`config.mk`:
```
export PLATFORM = sky130hd
export DESIGN_NAME = fp_status_gen
export DESIGN_NICKNAME = d
export VERILOG_FILES = /design/src/rtl/fp_status_pkg.sv /design/src/rtl/fp_round_unit.sv /design/src/rtl/fp_status_gen.sv
export SDC_FILE = /design/constraint.sdc
export NUM_CORES = 1
export LEC_CHECK = 0
export ABC_CLOCK_PERIOD_IN_PS = 4000
export CORE_ASPECT_RATIO = 0.8
export CORE_MARGIN = 2
export CORE_UTILIZATION = 40
export CTS_BUF_LIST = sky130_fd_sc_hd__clkbuf_4
export DETAILED_ROUTE_END_ITERATION = 8
export HOLD_SLACK_MARGIN = 0.06
export MAX_ROUTING_LAYER = met4
export PLACE_DENSITY = 0.75
export SYNTH_ARGS = -nofsm -noshare
export SYNTH_HDL_FRONTEND = slang
export SYNTH_HIERARCHICAL = 1
export SYNTH_SLANG_ARGS = --single-unit
```
`constraint.sdc`:
```
create_clock -name clk -period 4 [get_ports clk]
set_clock_uncertainty 0.2 [all_clocks]
set_input_delay 0.6 -clock clk [delete_from_list [all_inputs] [get_ports clk]]
set_output_delay 0.6 -clock clk [all_outputs]
set_load 0.03 [all_outputs]
```
`src/rtl/fp_status_pkg.sv`:
```
// ---------------------------------------------------------------------------
// Module : fp_status_pkg
// Brief  : Shared types and constants for the FP multiply status generator.
// Rev    : 1.0 - initial release
// ---------------------------------------------------------------------------
`default_nettype none

package fp_status_pkg;

  // Status bit positions inside out_status / acc_flags
  localparam int unsigned ST_ZERO    = 0;
  localparam int unsigned ST_INF     = 1;
  localparam int unsigned ST_INVALID = 2;
  localparam int unsigned ST_TINY    = 3;
  localparam int unsigned ST_HUGE    = 4;
  localparam int unsigned ST_INEXACT = 5;

  // Internal exponent width: 10-bit input plus headroom for the
  // normalise and rounding increments so overflow is never masked.
  localparam int EXP_W = 12;

  typedef enum logic [1:0] {
    RND_RNE = 2'd0,
    RND_RTZ = 2'd1,
    RND_RUP = 2'd2,
    RND_RDN = 2'd3
  } rnd_mode_t;

  typedef enum logic [1:0] {
    CLS_NORM    = 2'd0,
    CLS_ZERO    = 2'd1,
    CLS_INF     = 2'd2,
    CLS_INVALID = 2'd3
  } cls_t;

  localparam logic [31:0] QNAN    = 32'h7FC0_0000;
  localparam logic [31:0] MAXNORM = 32'h7F7F_FFFF;
  localparam logic [31:0] INF     = 32'h7F80_0000;
  localparam logic [31:0] MINNORM = 32'h0080_0000;

  // One-hot mask for a status bit index
  function automatic logic [7:0] status_mask(input int unsigned idx);
    status_mask = 8'd1 << idx;
  endfunction

endpackage

`default_nettype wire

```
`src/rtl/fp_round_unit.sv`:
```
// ---------------------------------------------------------------------------
// Module : fp_round_unit
// Brief  : Combinational rounding, overflow and underflow handling for a
//          normalised single-precision product (no subnormal support).
// Rev    : 1.0 - initial release
// ---------------------------------------------------------------------------
`default_nettype none

module fp_round_unit
  import fp_status_pkg::*;
(
  input  logic                    sign_i,
  input  logic signed [EXP_W-1:0] exp_i,
  input  logic [22:0]             frac_i,
  input  logic                    guard_i,
  input  logic                    sticky_i,
  input  rnd_mode_t               rnd_i,
  output logic [31:0]             result_o,
  output logic [7:0]              status_o
);

  localparam logic signed [EXP_W-1:0] EXP_OVF = 12'sd255;
  localparam logic signed [EXP_W-1:0] EXP_MIN = 12'sd1;

  logic                    inexact;
  logic                    inc;
  logic                    away;
  logic [23:0]             frac_sum;
  logic signed [EXP_W-1:0] exp_r;
  logic [31:0]             sign_word;

  // Round the fraction, then classify the post-round exponent range
  always_comb begin
    inexact = guard_i | sticky_i;
    case (rnd_i)
      RND_RNE: inc = guard_i & (sticky_i | frac_i[0]);
      RND_RTZ: inc = 1'b0;
      RND_RUP: inc = ~sign_i & inexact;
      RND_RDN: inc = sign_i & inexact;
      default: inc = 1'b0;
    endcase

    // A carry out of the fraction leaves the low 23 bits at zero
    frac_sum  = {1'b0, frac_i} + {23'd0, inc};
    exp_r     = exp_i + {{(EXP_W-1){1'b0}}, frac_sum[23]};
    // Directed modes rounding away from zero for this sign
    away      = ((rnd_i == RND_RUP) & ~sign_i) | ((rnd_i == RND_RDN) & sign_i);
    sign_word = {sign_i, 31'd0};

    if (exp_r >= EXP_OVF) begin
      status_o = status_mask(ST_HUGE) | status_mask(ST_INEXACT);
      result_o = ((rnd_i == RND_RNE) | away) ? (INF | sign_word) : (MAXNORM | sign_word);
    end else if (exp_r < EXP_MIN) begin
      status_o = status_mask(ST_TINY) | status_mask(ST_INEXACT);
      result_o = away ? (MINNORM | sign_word) : sign_word;
    end else begin
      status_o = inexact ? status_mask(ST_INEXACT) : 8'h00;
      result_o = {sign_i, exp_r[7:0], frac_sum[22:0]};
    end
  end

endmodule

`default_nettype wire

```
`src/rtl/fp_status_gen.sv`:
```
// ---------------------------------------------------------------------------
// Module : fp_status_gen
// Brief  : Two-stage FP multiply back end. S1 normalises the 48-bit product,
//          S2 rounds/classifies and holds the result under a valid/ready
//          handshake. Optional sticky accumulator of retired statuses.
// Rev    : 1.0 - initial release
// ---------------------------------------------------------------------------
`default_nettype none

module fp_status_gen
  import fp_status_pkg::*;
#(
  parameter int ACC_EN = 1
) (
  input  logic        clk,
  input  logic        rst,
  input  logic        in_valid,
  output logic        in_ready,
  input  logic        in_sign,
  input  logic [9:0]  in_exp,
  input  logic [47:0] in_mant,
  input  logic [1:0]  in_cls,
  input  logic [1:0]  rnd,
  output logic        out_valid,
  input  logic        out_ready,
  output logic [31:0] out_result,
  output logic [7:0]  out_status,
  input  logic        acc_clr,
  output logic [7:0]  acc_flags
);

  // S1 registers
  logic                    s1_valid_q;
  logic                    s1_sign_q;
  logic signed [EXP_W-1:0] s1_exp_q;
  logic [22:0]             s1_frac_q;
  logic                    s1_guard_q;
  logic                    s1_sticky_q;
  cls_t                    s1_cls_q;
  rnd_mode_t               s1_rnd_q;

  // S1 next-state (normalised view of the incoming beat)
  logic signed [EXP_W-1:0] in_exp_ext;
  logic signed [EXP_W-1:0] s1_exp_d;
  logic [22:0]             s1_frac_d;
  logic                    s1_guard_d;
  logic                    s1_sticky_d;

  // S2 registers and next-state
  logic                    out_valid_q;
  logic [31:0]             out_result_q;
  logic [7:0]              out_status_q;
  logic [31:0]             out_result_d;
  logic [7:0]              out_status_d;

  logic                    s2_adv;
  logic                    retire;
  logic [31:0]             rnd_result;
  logic [7:0]              rnd_status;

  assign s2_adv     = ~out_valid_q | out_ready;
  assign in_ready   = ~s1_valid_q | s2_adv;
  assign retire     = out_valid_q & out_ready;
  assign out_valid  = out_valid_q;
  assign out_result = out_result_q;
  assign out_status = out_status_q;

  assign in_exp_ext = {{(EXP_W-10){in_exp[9]}}, in_exp};

  // Normalise: product is in [1,4), select the window below the leading one
  always_comb begin
    if (in_mant[47]) begin
      s1_frac_d   = in_mant[46:24];
      s1_guard_d  = in_mant[23];
      s1_sticky_d = |in_mant[22:0];
      s1_exp_d    = in_exp_ext + 12'sd1;
    end else begin
      s1_frac_d   = in_mant[45:23];
      s1_guard_d  = in_mant[22];
      s1_sticky_d = |in_mant[21:0];
      s1_exp_d    = in_exp_ext;
    end
  end

  // S1 capture; the stage refills whenever its contents can move on
  always_ff @(posedge clk or posedge rst) begin
    if (rst) begin
      s1_valid_q  <= 1'b0;
      s1_sign_q   <= 1'b0;
      s1_exp_q    <= '0;
      s1_frac_q   <= '0;
      s1_guard_q  <= 1'b0;
      s1_sticky_q <= 1'b0;
      s1_cls_q    <= CLS_NORM;
      s1_rnd_q    <= RND_RNE;
    end else if (in_ready) begin
      s1_valid_q <= in_valid;
      if (in_valid) begin
        s1_sign_q   <= in_sign;
        s1_exp_q    <= s1_exp_d;
        s1_frac_q   <= s1_frac_d;
        s1_guard_q  <= s1_guard_d;
        s1_sticky_q <= s1_sticky_d;
        s1_cls_q    <= cls_t'(in_cls);
        s1_rnd_q    <= rnd_mode_t'(rnd);
      end
    end
  end

  fp_round_unit u_round (
    .sign_i   (s1_sign_q),
    .exp_i    (s1_exp_q),
    .frac_i   (s1_frac_q),
    .guard_i  (s1_guard_q),
    .sticky_i (s1_sticky_q),
    .rnd_i    (s1_rnd_q),
    .result_o (rnd_result),
    .status_o (rnd_status)
  );

  // Special operand classes bypass the rounder with a single status bit
  always_comb begin
    out_result_d = rnd_result;
    out_status_d = rnd_status;
    case (s1_cls_q)
      CLS_ZERO: begin
        out_result_d = {s1_sign_q, 31'd0};
        out_status_d = status_mask(ST_ZERO);
      end
      CLS_INF: begin
        out_result_d = INF | {s1_sign_q, 31'd0};
        out_status_d = status_mask(ST_INF);
      end
      CLS_INVALID: begin
        out_result_d = QNAN;
        out_status_d = status_mask(ST_INVALID);
      end
      default: ;
    endcase
  end

  // S2 output register; frozen while the consumer stalls
  always_ff @(posedge clk or posedge rst) begin
    if (rst) begin
      out_valid_q  <= 1'b0;
      out_result_q <= '0;
      out_status_q <= '0;
    end else if (s2_adv) begin
      out_valid_q <= s1_valid_q;
      if (s1_valid_q) begin
        out_result_q <= out_result_d;
        out_status_q <= out_status_d;
      end
    end
  end

  if (ACC_EN != 0) begin : g_acc
    logic [7:0] acc_q;

    // Sticky OR of retired statuses; a clear keeps only a coincident retire
    always_ff @(posedge clk or posedge rst) begin
      if (rst) begin
        acc_q <= '0;
      end else if (acc_clr) begin
        acc_q <= retire ? out_status_q : 8'h00;
      end else if (retire) begin
        acc_q <= acc_q | out_status_q;
      end
    end

    assign acc_flags = acc_q;
  end else begin : g_no_acc
    logic unused_acc;
    assign unused_acc = acc_clr ^ retire;
    assign acc_flags  = 8'h00;
  end

endmodule

`default_nettype wire

```
# --- Word level (Yosys, flattened, before mapping) ---
# Index checks and enable logic that the tools add are counted.
totals:
  regBits: 92
  out_inout_bits: 50
  elab_cells: 62
classes:
  n_addsub: 3
  n_lt_le_gt_ge: 2
  eq_ne: 6
  muxes: 17
  bitwise_logic: 16
  reduce_logical: 6
ops:
  columns: ["cell", "n"]
  rows:
  - ["one-hot mux 32 bit (3 select lines)", 1]
  - ["two-way mux 31 bit", 2]
  - ["two-way mux 24 bit", 2]
  - ["two-way mux 8 bit", 5]
  - ["adder 23 x 1 -> 24 bit", 1]
  - ["one-hot mux 8 bit (3 select lines)", 1]
  - ["two-way mux 23 bit", 1]
  - ["OR reduction 23 bit", 1]
  - ["OR reduction 22 bit", 1]
  - ["adder 12 x 1 -> 12 bit", 1]
  - [">= comparator 12 x 9 -> 1 bit (second input constant)", 1]
  - ["less-than comparator 12 x 2 -> 1 bit (second input constant)", 1]
  - ["two-way mux 12 bit", 1]
  - ["adder 10 x 2 -> 11 bit (second input constant)", 1]
  - ["equality test 2 bit (second input constant)", 4]
  - ["OR 8 bit", 1]
  - ["bitwise AND 1 bit", 6]
  - ["two-way mux 6 bit", 1]
  - ["OR 1 bit", 6]
  - ["equality test 2 x 1 -> 1 bit (second input constant)", 2]
  - ["one-hot mux 1 bit (4 select lines)", 1]
  - ["AND reduction 2 bit", 2]
  - ["NOT 1 bit", 3]
  - ["logical NOT 2 bit", 1]
  - ["other kinds (2)", 3]

# --- Longest topological paths before layout ---
logic_depth:
  ltp_word: 9
  mapped_depth: 18

# --- Cells and area by module ---
# Netlist, hierarchy kept.
modules_own_cells:
  columns: ["module", "n_inst", "cells_each", "area_per_inst_um2", "seq_area_each_um2"]
  rows:
  - ["fp_status_gen", 1, 417, 4136.5, 2277.2]
  - ["fp_round_unit", 1, 171, 1146.1, 0.0]

# --- Worst setup path before layout ---
# No wires, ideal clock.
synth_path:
  path_kind: "register -> register"
  start: "register s1_rnd_q[0]"
  end: "register out_result_q[23], in the netlist out_result[23]"
  arrival_time_ns: 3.307
  required_ns: 3.674
  path_slack_ns: 0.367
  stages_incl_launch_ff: 16
  path_buffers: 0
  period_less_slack_ns: 3.633
  path_cell_list: "dfrtp_1 > nor2b_1 > nor3_1 > ha_1 > nand4_1 > nor2_1 > and3_1 > ha_1 > nand4_1 > mux2i_1 > a41oi_1 > or4b_4 > o21a_1 > o221a_1 > a21oi_1 > a21oi_1"
synth_between:
  elab_chain_len: 8
  word_cells_on_any_way: 18
synth_rtl:
  columns: ["item", "line", "text"]
  rows:
  - ["start: declaration", "fp_status_gen.sv:40", "rnd_mode_t s1_rnd_q;"]
  - ["start signal: assignment", "fp_status_gen.sv:105", "s1_rnd_q <= rnd_mode_t'(rnd);"]
  - ["equality test 2 bit, or another cell as far along", "fp_round_unit.sv:35, fp_round_unit.sv:47", null]
  - ["one-hot mux 1 bit (4 select lines)", "fp_round_unit.sv:35", "case (rnd_i)"]
  - ["adder 23 x 1 -> 24 bit", "fp_round_unit.sv:44", "frac_sum = {1'b0, frac_i} + {23'd0, inc};"]
  - ["adder 12 x 1 -> 12 bit", "fp_round_unit.sv:45", "exp_r = exp_i + {{(EXP_W-1){1'b0}}, frac_sum[23]};"]
  - ["less-than comparator 12 x 2 -> 1 bit", "fp_round_unit.sv:53", "end else if (exp_r < EXP_MIN) begin"]
  - ["two-way mux 31 bit", "fp_round_unit.sv:53", null]
  - ["two-way mux 31 bit (*)", "fp_round_unit.sv:50", "if (exp_r >= EXP_OVF) begin"]
  - ["named net rnd_result[23]", "fp_status_gen.sv:58", "logic [31:0] rnd_result;"]
  - ["one-hot mux 32 bit (3 select lines) (*)", "fp_status_gen.sv:125", "case (s1_cls_q)"]
  - ["end signal: assignment", "fp_status_gen.sv:151", "out_result_q <= out_result_d;"]
  - ["end: declaration", "fp_status_gen.sv:51", "logic [31:0] out_result_q;"]
# Mark *: on every way through the listed nets, which the timed path passes. The rest lies on a longest branch.
# A chain may end at the register's enable or synchronous reset.

# --- Final worst setup path ---
layout_path:
  start: "register s1_sign_q"
  end: "register out_result_q[25], in the netlist out_result[25]"
layout_between:
  elab_chain_len: 9
  word_cells_on_any_way: 11
layout_rtl:
  columns: ["item", "line", "text"]
  rows:
  - ["start: declaration", "fp_status_gen.sv:34", "logic s1_sign_q;"]
  - ["start signal: assignment", "fp_status_gen.sv:99", "s1_sign_q <= in_sign;"]
  - ["NOT 1 bit", "fp_round_unit.sv:38", "RND_RUP: inc = ~sign_i & inexact;"]
  - ["bitwise AND 1 bit", "fp_round_unit.sv:38", null]
  - ["one-hot mux 1 bit (4 select lines) (*)", "fp_round_unit.sv:35", null]
  - ["adder 23 x 1 -> 24 bit (*)", "fp_round_unit.sv:44", null]
  - ["adder 12 x 1 -> 12 bit (*)", "fp_round_unit.sv:45", null]
  - ["less-than comparator 12 x 2 -> 1 bit", "fp_round_unit.sv:53", null]
  - ["two-way mux 31 bit", "fp_round_unit.sv:53", null]
  - ["two-way mux 31 bit (*)", "fp_round_unit.sv:50", null]
  - ["named net rnd_result[25]", "fp_status_gen.sv:58", null]
  - ["one-hot mux 32 bit (3 select lines) (*)", "fp_status_gen.sv:125", null]
# Marked as above.

==> results.tsv <==
stage	metric	value	unit
drt	DRC errors left	0	
timing	slew margin rel.	46.8	%
timing	hold slack	330	ps
clock_tree	# clock sinks	91	
finish	Layout Nets	761	
setup_path	worst path required time	4160	ps
power	Worst VDD drop	157	uV
placed_design	DP Wirelength	10.3	mm
synth	post-synthesis simple-gate area fraction	15.5	%
power	Tot Pwr	2.73	mW
synth	Post-Synth XOR/XNOR Area	5.64	%
flow_run	Max-cap violations	0	
setup_path	critical path launch point type	register	
timing	final worst slack	214	ps
synth	Area contributors post-synth	dfrtp_1 (43%), a21oi_1 (9.4%), mux2i_1 (5.5%)	
setup_path	Worst Path Buf+Inv	2	
clock_tree	clock-pin slew on the worst setup and hold paths	160	ps
synth	synthesized area	5280	sq um
global_routing	initial antenna violation count	1	
finish	Layout Utilization	52.3	%
global_routing	GRT Residual Overflow	0	
drt	Total Wirelength	14.1	mm
floorplanning	initial core utilization	41.0	%
timing	Min Clock Period, post-route	3790	ps
setup_path	Max FO, Critical Path	6	
finish	share of layout cells above drive strength 1	8.51	%
setup_path	max incr delay on CP	500	ps
synth	Unique masters post-synth	54	
finish	filler instances	1205	
clock_tree	Post-CTS Hold Buffers	0	
clock_tree	clk_lat worst skew	480	ps
global_routing	GR Util All Layers	21.0	%
clock_tree	CTS root buffer	clkbuf_4	
floorplanning	die height	107	um
finish	Final Cell Area	6730	sq um
synth	ys async rst share	100	%
placed_design	Port Buffer Count	117	
synth	largest family of logic cells by synthesized area	compound AO/OA/AOI/OAI gates	
setup_path	slowest CP cell	or4b_4	
synth	sequential share of the synthesized area	43.1	%
global_routing	largest net degree at the start of global routing	48	
synth	Compound-Gate Fraction of Synth Area	19.4	%
synth	post-synthesis adder-cell area fraction	1.18	%
drt	routed vias	4780	
placed_design	placed inst area	6540	sq um
placed_design	Placer Congestion	0.870	
floorplanning	die width	132	um
floorplanning	I/O Pins	118	
run_status	outcome	finished clean	
floorplanning	core area	12900	sq um
synth	ys flop type	dfrtp_1	
finish	Finished Layout Cells	869	
floorplanning	die area	14100	sq um
clock_tree	CTS tree	done	
drt	TritonRoute pass-1 iters	5	
placed_design	Placement Setup Slack	124	ps
clock_tree	clock buffer depth	2	
finish	commonest non-fill, non-tap cells in the layout	clkdlybuf4s50_1 (116), a21oi_1 (99), dfrtp_1 (90)	
setup_path	Top delay family on crit path	simple AND/OR/NAND/NOR gates	
power	PD cells	405	nW/um^2
drt	WL per Instance	16.2	um
setup_path	CP cell instances	nand2_1 -> o22ai_1 -> nor3_1 -> ha_2 -> nand4_1 -> nor2_2 -> and3_1 -> ha_1 -> nand4_1 -> buf_4 -> xor2_2 -> or4b_4 -> o21a_1 -> inv_2 -> a21oi_1 -> a21oi_1 -> a21oi_1	
placed_design	Post-Place Cells	849	
timing	final hold vios	0	
synth	YS warnings	6	
floorplanning	num rows	37	
synth	mux share of post-synthesis cell area	6.99	%
drt	DR iter-0 viols	315	
timing	Least-Margin Pin Slew	798	ps
power	Leak	2.65	nW
setup_path	CP arrival	3950	ps
global_routing	vias in the first global route	4583	
timing	final worst-path cycle share	94.7	%
timing	Final setup viols	0	
synth	EDFF count, synth	0	
synth	FF+latch count, synth	91	
clock_tree	H-Tree Level Count	3	
setup_path	crit-path most repeated cell	a21oi_1	
synth	top cell type's share of synthesized area	43.1	%
finish	synth-to-layout area growth	27.4	%
drt	ANT nets after route	0	
min_path	Hold Path Class	reg -> reg	
timing	f_max	0.264	GHz
global_routing	global-route wire length before repair	23.4	mm
setup_path	Worst Path Class, Setup	reg -> reg	
drt	via density per instance	5.50	
timing	Slew Limit Fails	0	
synth	Synth Instances	588	
timing	Sum Neg Setup Slack	0	ps
synth	cell taking the most area after synthesis	dfrtp_1	
synth	Avg Inst Size Synth	8.98	sq um
finish	most common cell after layout, fill and taps aside	clkdlybuf4s50_1	
clock_tree	clock buffer count from CTS	9	
setup_path	Worst Setup End Kind	register	
[kinds of logic after synthesis]
logic type,Yosys count
AOI/OAI and AO/OA,188
and+or+nand+nor,140
buffers and inverters,93
DFF,91
muxes,36
xor gates and xnor gates,34
adders and majority gates,5
other,1
[what timing repair did]
item	4_1_cts	5_1_grt
endpoints found under the setup margin	0	31
gates resized for setup	0	5
buffers inserted	0	3
[worst paths after layout]
kind	start	end	slack, ps	cells after the start
max reg2reg	s1_sign_q	out_result[25]	210	17
min in group asynchronous	rst	out_result[16]	340	2
max	s1_sign_q	out_result[25]	210	17
min	acc_flags[7]	acc_flags[7]	330	2
min reg2reg	acc_flags[7]	acc_flags[7]	330	2
max in group asynchronous	rst	s1_exp_q[1]	2530	3
[cells in the mapped netlist, types with 3 or more instances]
library cell,instances
ha_1,5
nand2b_1,4
xnor2_1,9
clkbuf_1,21
and2_1,5
buf_2,12
and3_1,9
nand3b_1,6
o21a_1,3
nand3_1,16
xor2_1,25
a21oi_1,99
o31ai_1,3
inv_1,42
buf_4,15
o21ai_1,20
mux2_2,7
nand4_1,37
o21ai_0,44
mux2i_1,29
a31oi_1,6
nand2_1,22
dfrtp_1,91
nor2b_1,4
nor4_1,5
nor2_1,13
[tightest hold or removal path: cells and delay by family (launching register included)]
kind | cells | cell delay (ps)
compound gates | 1 | 60
flops | 1 | 410
buf+inv | 1 | 50
[metal layers]
layer	global-route usage [%]	share of wire, %	vias up	wire, um
li1	-	-	2283	-
met1	30.6	49	2286	6870
met2	31.1	44	201	6240
met3	3.69	6.1	10	866
met4	4.22	0.79	0	112
met5	-	0	-	0
[flip-flops by register name, summed over array words and instances (netlist names)]
name and count:
out_valid 1, s1_cls_q 2, s1_frac_q 23, s1_valid_q 1
s1_exp_q 11, s1_guard_q 1, out_result 32, s1_sign_q 1
s1_rnd_q 2, s1_sticky_q 1, out_status 8, acc_flags 8
[cell type report]
type	count	area, sq um	share of cell area, %
flip-flops and latches	91	2280	33.8
clock inverters	7	82.6	1.23
clock buffers	9	67.6	1.00
well taps	175	219	3.25
inverters	44	166	2.47
multi-input cells	408	2610	38.7
diodes	1	2.50	0.0372
repair buffers	134	1310	19.5
[report_power, final]
| part | total (mW) | leakage [nW] | switching [mW] | internal, mW |
|---|---|---|---|---|
| registers | 1.22 | 1.09 | 0.159 | 1.07 |
| clock network | 0.545 | 0.0751 | 0.345 | 0.200 |
| logic | 0.956 | 1.48 | 0.545 | 0.411 |
Power figures use the tool's default switching activity.
==> RTL change, RTL diff (same flow settings) <==
Change the package constant `EXP_W` from 12 to 24.
--- a/src/rtl/fp_status_pkg.sv
+++ b/src/rtl/fp_status_pkg.sv
@@ -19,3 +19,3 @@
   // normalise and rounding increments so overflow is never masked.
-  localparam int EXP_W = 12;
+  localparam int EXP_W = 24;
 
Function: no difference found for any inputs over 4 cycles, from zero or initial values and one cycle with rst high; that may be too few to reach the edited logic, so the function may still have changed.
==> RTL change against the original RTL <==
The flow now finishes with violations (negative setup slack); maximum frequency decreased by 21%; critical path type unchanged; sequential share of layout area decreased by 4.9 points; setup slack got worse by 0.99 ns; first-iteration DRC count is 35% higher; die area rose by 4.3%; routed wire length grew 14%; sequential cell count unchanged; critical path depth grew 17; synthesized area is 4.5% higher; cell area up 17%; total power is 8.8% higher.
==> RTL change: results (changes against the original RTL) <==
| Metric | Value |
|---|---|
| Static leakage | 0.003176 µW (+20%) |
| Largest net degree at the start of global routing | 92 (+92%) |
| Filler cell count | 1,139 (-5.5%) |
| Worst hold path type | flop to flop |
| Final Net Count | 889 (+17%) |
| Synth cell count leaders | a21oi_1, dfrtp_1, inv_1, nand4_1, o21ai_0 |
| Vias per std cell | 5.473 (-0.51%) |
| R2R cell count | 34 (+17) |
| Final worst slack | -0.7718 ns (-0.9858 ns) |
| Routed wire length | 16.13 mm (+14%) |
| Post-Place Cells | 947 (+12%) |
| Share of cells above drive strength 1 | 20.61% (+12 points) |
| CP max stage delay | 0.41 ns (-0.09 ns) |
| Area post-placement | 7262 µm² (+11%) |
| Clock-pin transition on the worst setup and hold timing paths | 0.14 ns (-0.02 ns) |
| Avg Inst Size Synth | 8.747 µm² (-2.6%) |
| CP Data Arrival Time | 4.90 ns (+0.95 ns) |
| Tot GR Track Use | 22.99% (+1.9 points) |
| First-pass GRT wire length | 26.12 mm (+12%) |
| Worst r2r dst | out_result[23]$_DFFE_PP0P_ |
| Initial antenna violation count | 0 (-1) |
| Worst-path maximum fanout | 4 (-2) |
| Register area | 2277 µm² (about the same) |
| Crit path max-delay cell type | dfrtp_1 |
| Hold Startpoint | out_status[3]$_DFFE_PP0P_ |
| Hold Path End | acc_flags[3]$_DFFE_PP0P_ |
| GPL Wtd Cong | 0.8606 (-1.1%) |
| Status | finished, violations left |
| HPWL Detailed | 11.17 mm (+9.0%) |
| DR WL/cell | 16.11 µm (-0.65%) |
| Vias in the first global route | 5,142 (+12%) |
| Failing checks | negative setup slack |
| DP Worst Slack | -0.8305 ns (-0.9543 ns) |
| # setup viols final | 34 (+34) |
-- RTL change: worst max-delay path, delay by kind of cell (launching register included) --
family,cells,cell delay (ns)
DFF,1,0.41
buffers and inverters,27,3.35
and+or+nand+nor,2,0.20
AOI/OAI and AO/OA,4,0.36
xor gates and xnor gates,1,0.13
-- RTL change: area by class of cell --
cell class	instances	share of cell area [%]
Clock buffer	9	0.8600
Inverter	49	2.357
Sequential cell	91	28.99
Tap cell	180	2.867
Antenna cell	1	0.03185
Timing Repair Buffer	220	26.02
Multi-Input combinational cell	444	38.02
Clock inverter	7	0.8600
-- RTL change: worst max path at each step --
stage	startpoint	end	slack, ns	cells past startpoint
floorplan	s1_rnd_q[0]$_DFFE_PP0P_	out_result[23]$_DFFE_PP0P_	-0.74	21
global placement	s1_rnd_q[0]$_DFFE_PP0P_	out_result[23]$_DFFE_PP0P_	-0.70	20
detailed placement	s1_rnd_q[1]$_DFFE_PP0P_	out_result[23]$_DFFE_PP0P_	-0.83	20
CTS	s1_rnd_q[0]$_DFFE_PP0P_	out_result[7]$_DFFE_PP0P_	-0.65	21
global route	s1_rnd_q[1]$_DFFE_PP0P_	out_result[7]$_DFFE_PP0P_	-0.95	22
finish	s1_rnd_q[1]$_DFFE_PP0P_	out_result[23]$_DFFE_PP0P_	-0.77	34
-- RTL change: timing repair --
action,in CTS,in global routing
hold buffers,0,0
resized for setup,33,10
setup buffers,32,4
cloned,2,0
pin swaps,26,6
endpoints found under the setup margin,34,34
-- RTL change: cell families (layout without fill, tap and decap cells) --
group / after synthesis / in the layout / synth area share (%)
DFF: 91 / 91 / 41.26
xor gates and xnor gates: 36 / 36 / 5.713
and+or+nand+nor: 170 / 170 / 18.07
muxes: 36 / 36 / 6.711
AOI/OAI and AO/OA: 191 / 191 / 18.68
other: 1 / 6 / 0.06795
buffers and inverters: 100 / 285 / 8.139
adders and majority gates: 6 / 6 / 1.360
-- RTL change: layer usage --
| metal | up-vias | routed length [µm] | GRT usage [%] | share of wire (%) |
|---|---|---|---|---|
| met1 | 2565 | 7499 | 31.82 | 46 |
| met5 | - | 0 | - | 0 |
| met3 | 21 | 1162 | 4.510 | 7.2 |
| met2 | 242 | 7269 | 34.77 | 45 |
| met4 | 0 | 197 | 5.952 | 1.2 |
| li1 | 2650 | - | - | - |
-- RTL change: report_power, final --
| part | switching (µW) | leakage, µW | internal [µW] |
|---|---|---|---|
| registers | 135 | 0.00109 | 1060 |
| clock network | 316 | 0.0000714 | 189 |
| logic | 669 | 0.00201 | 593 |
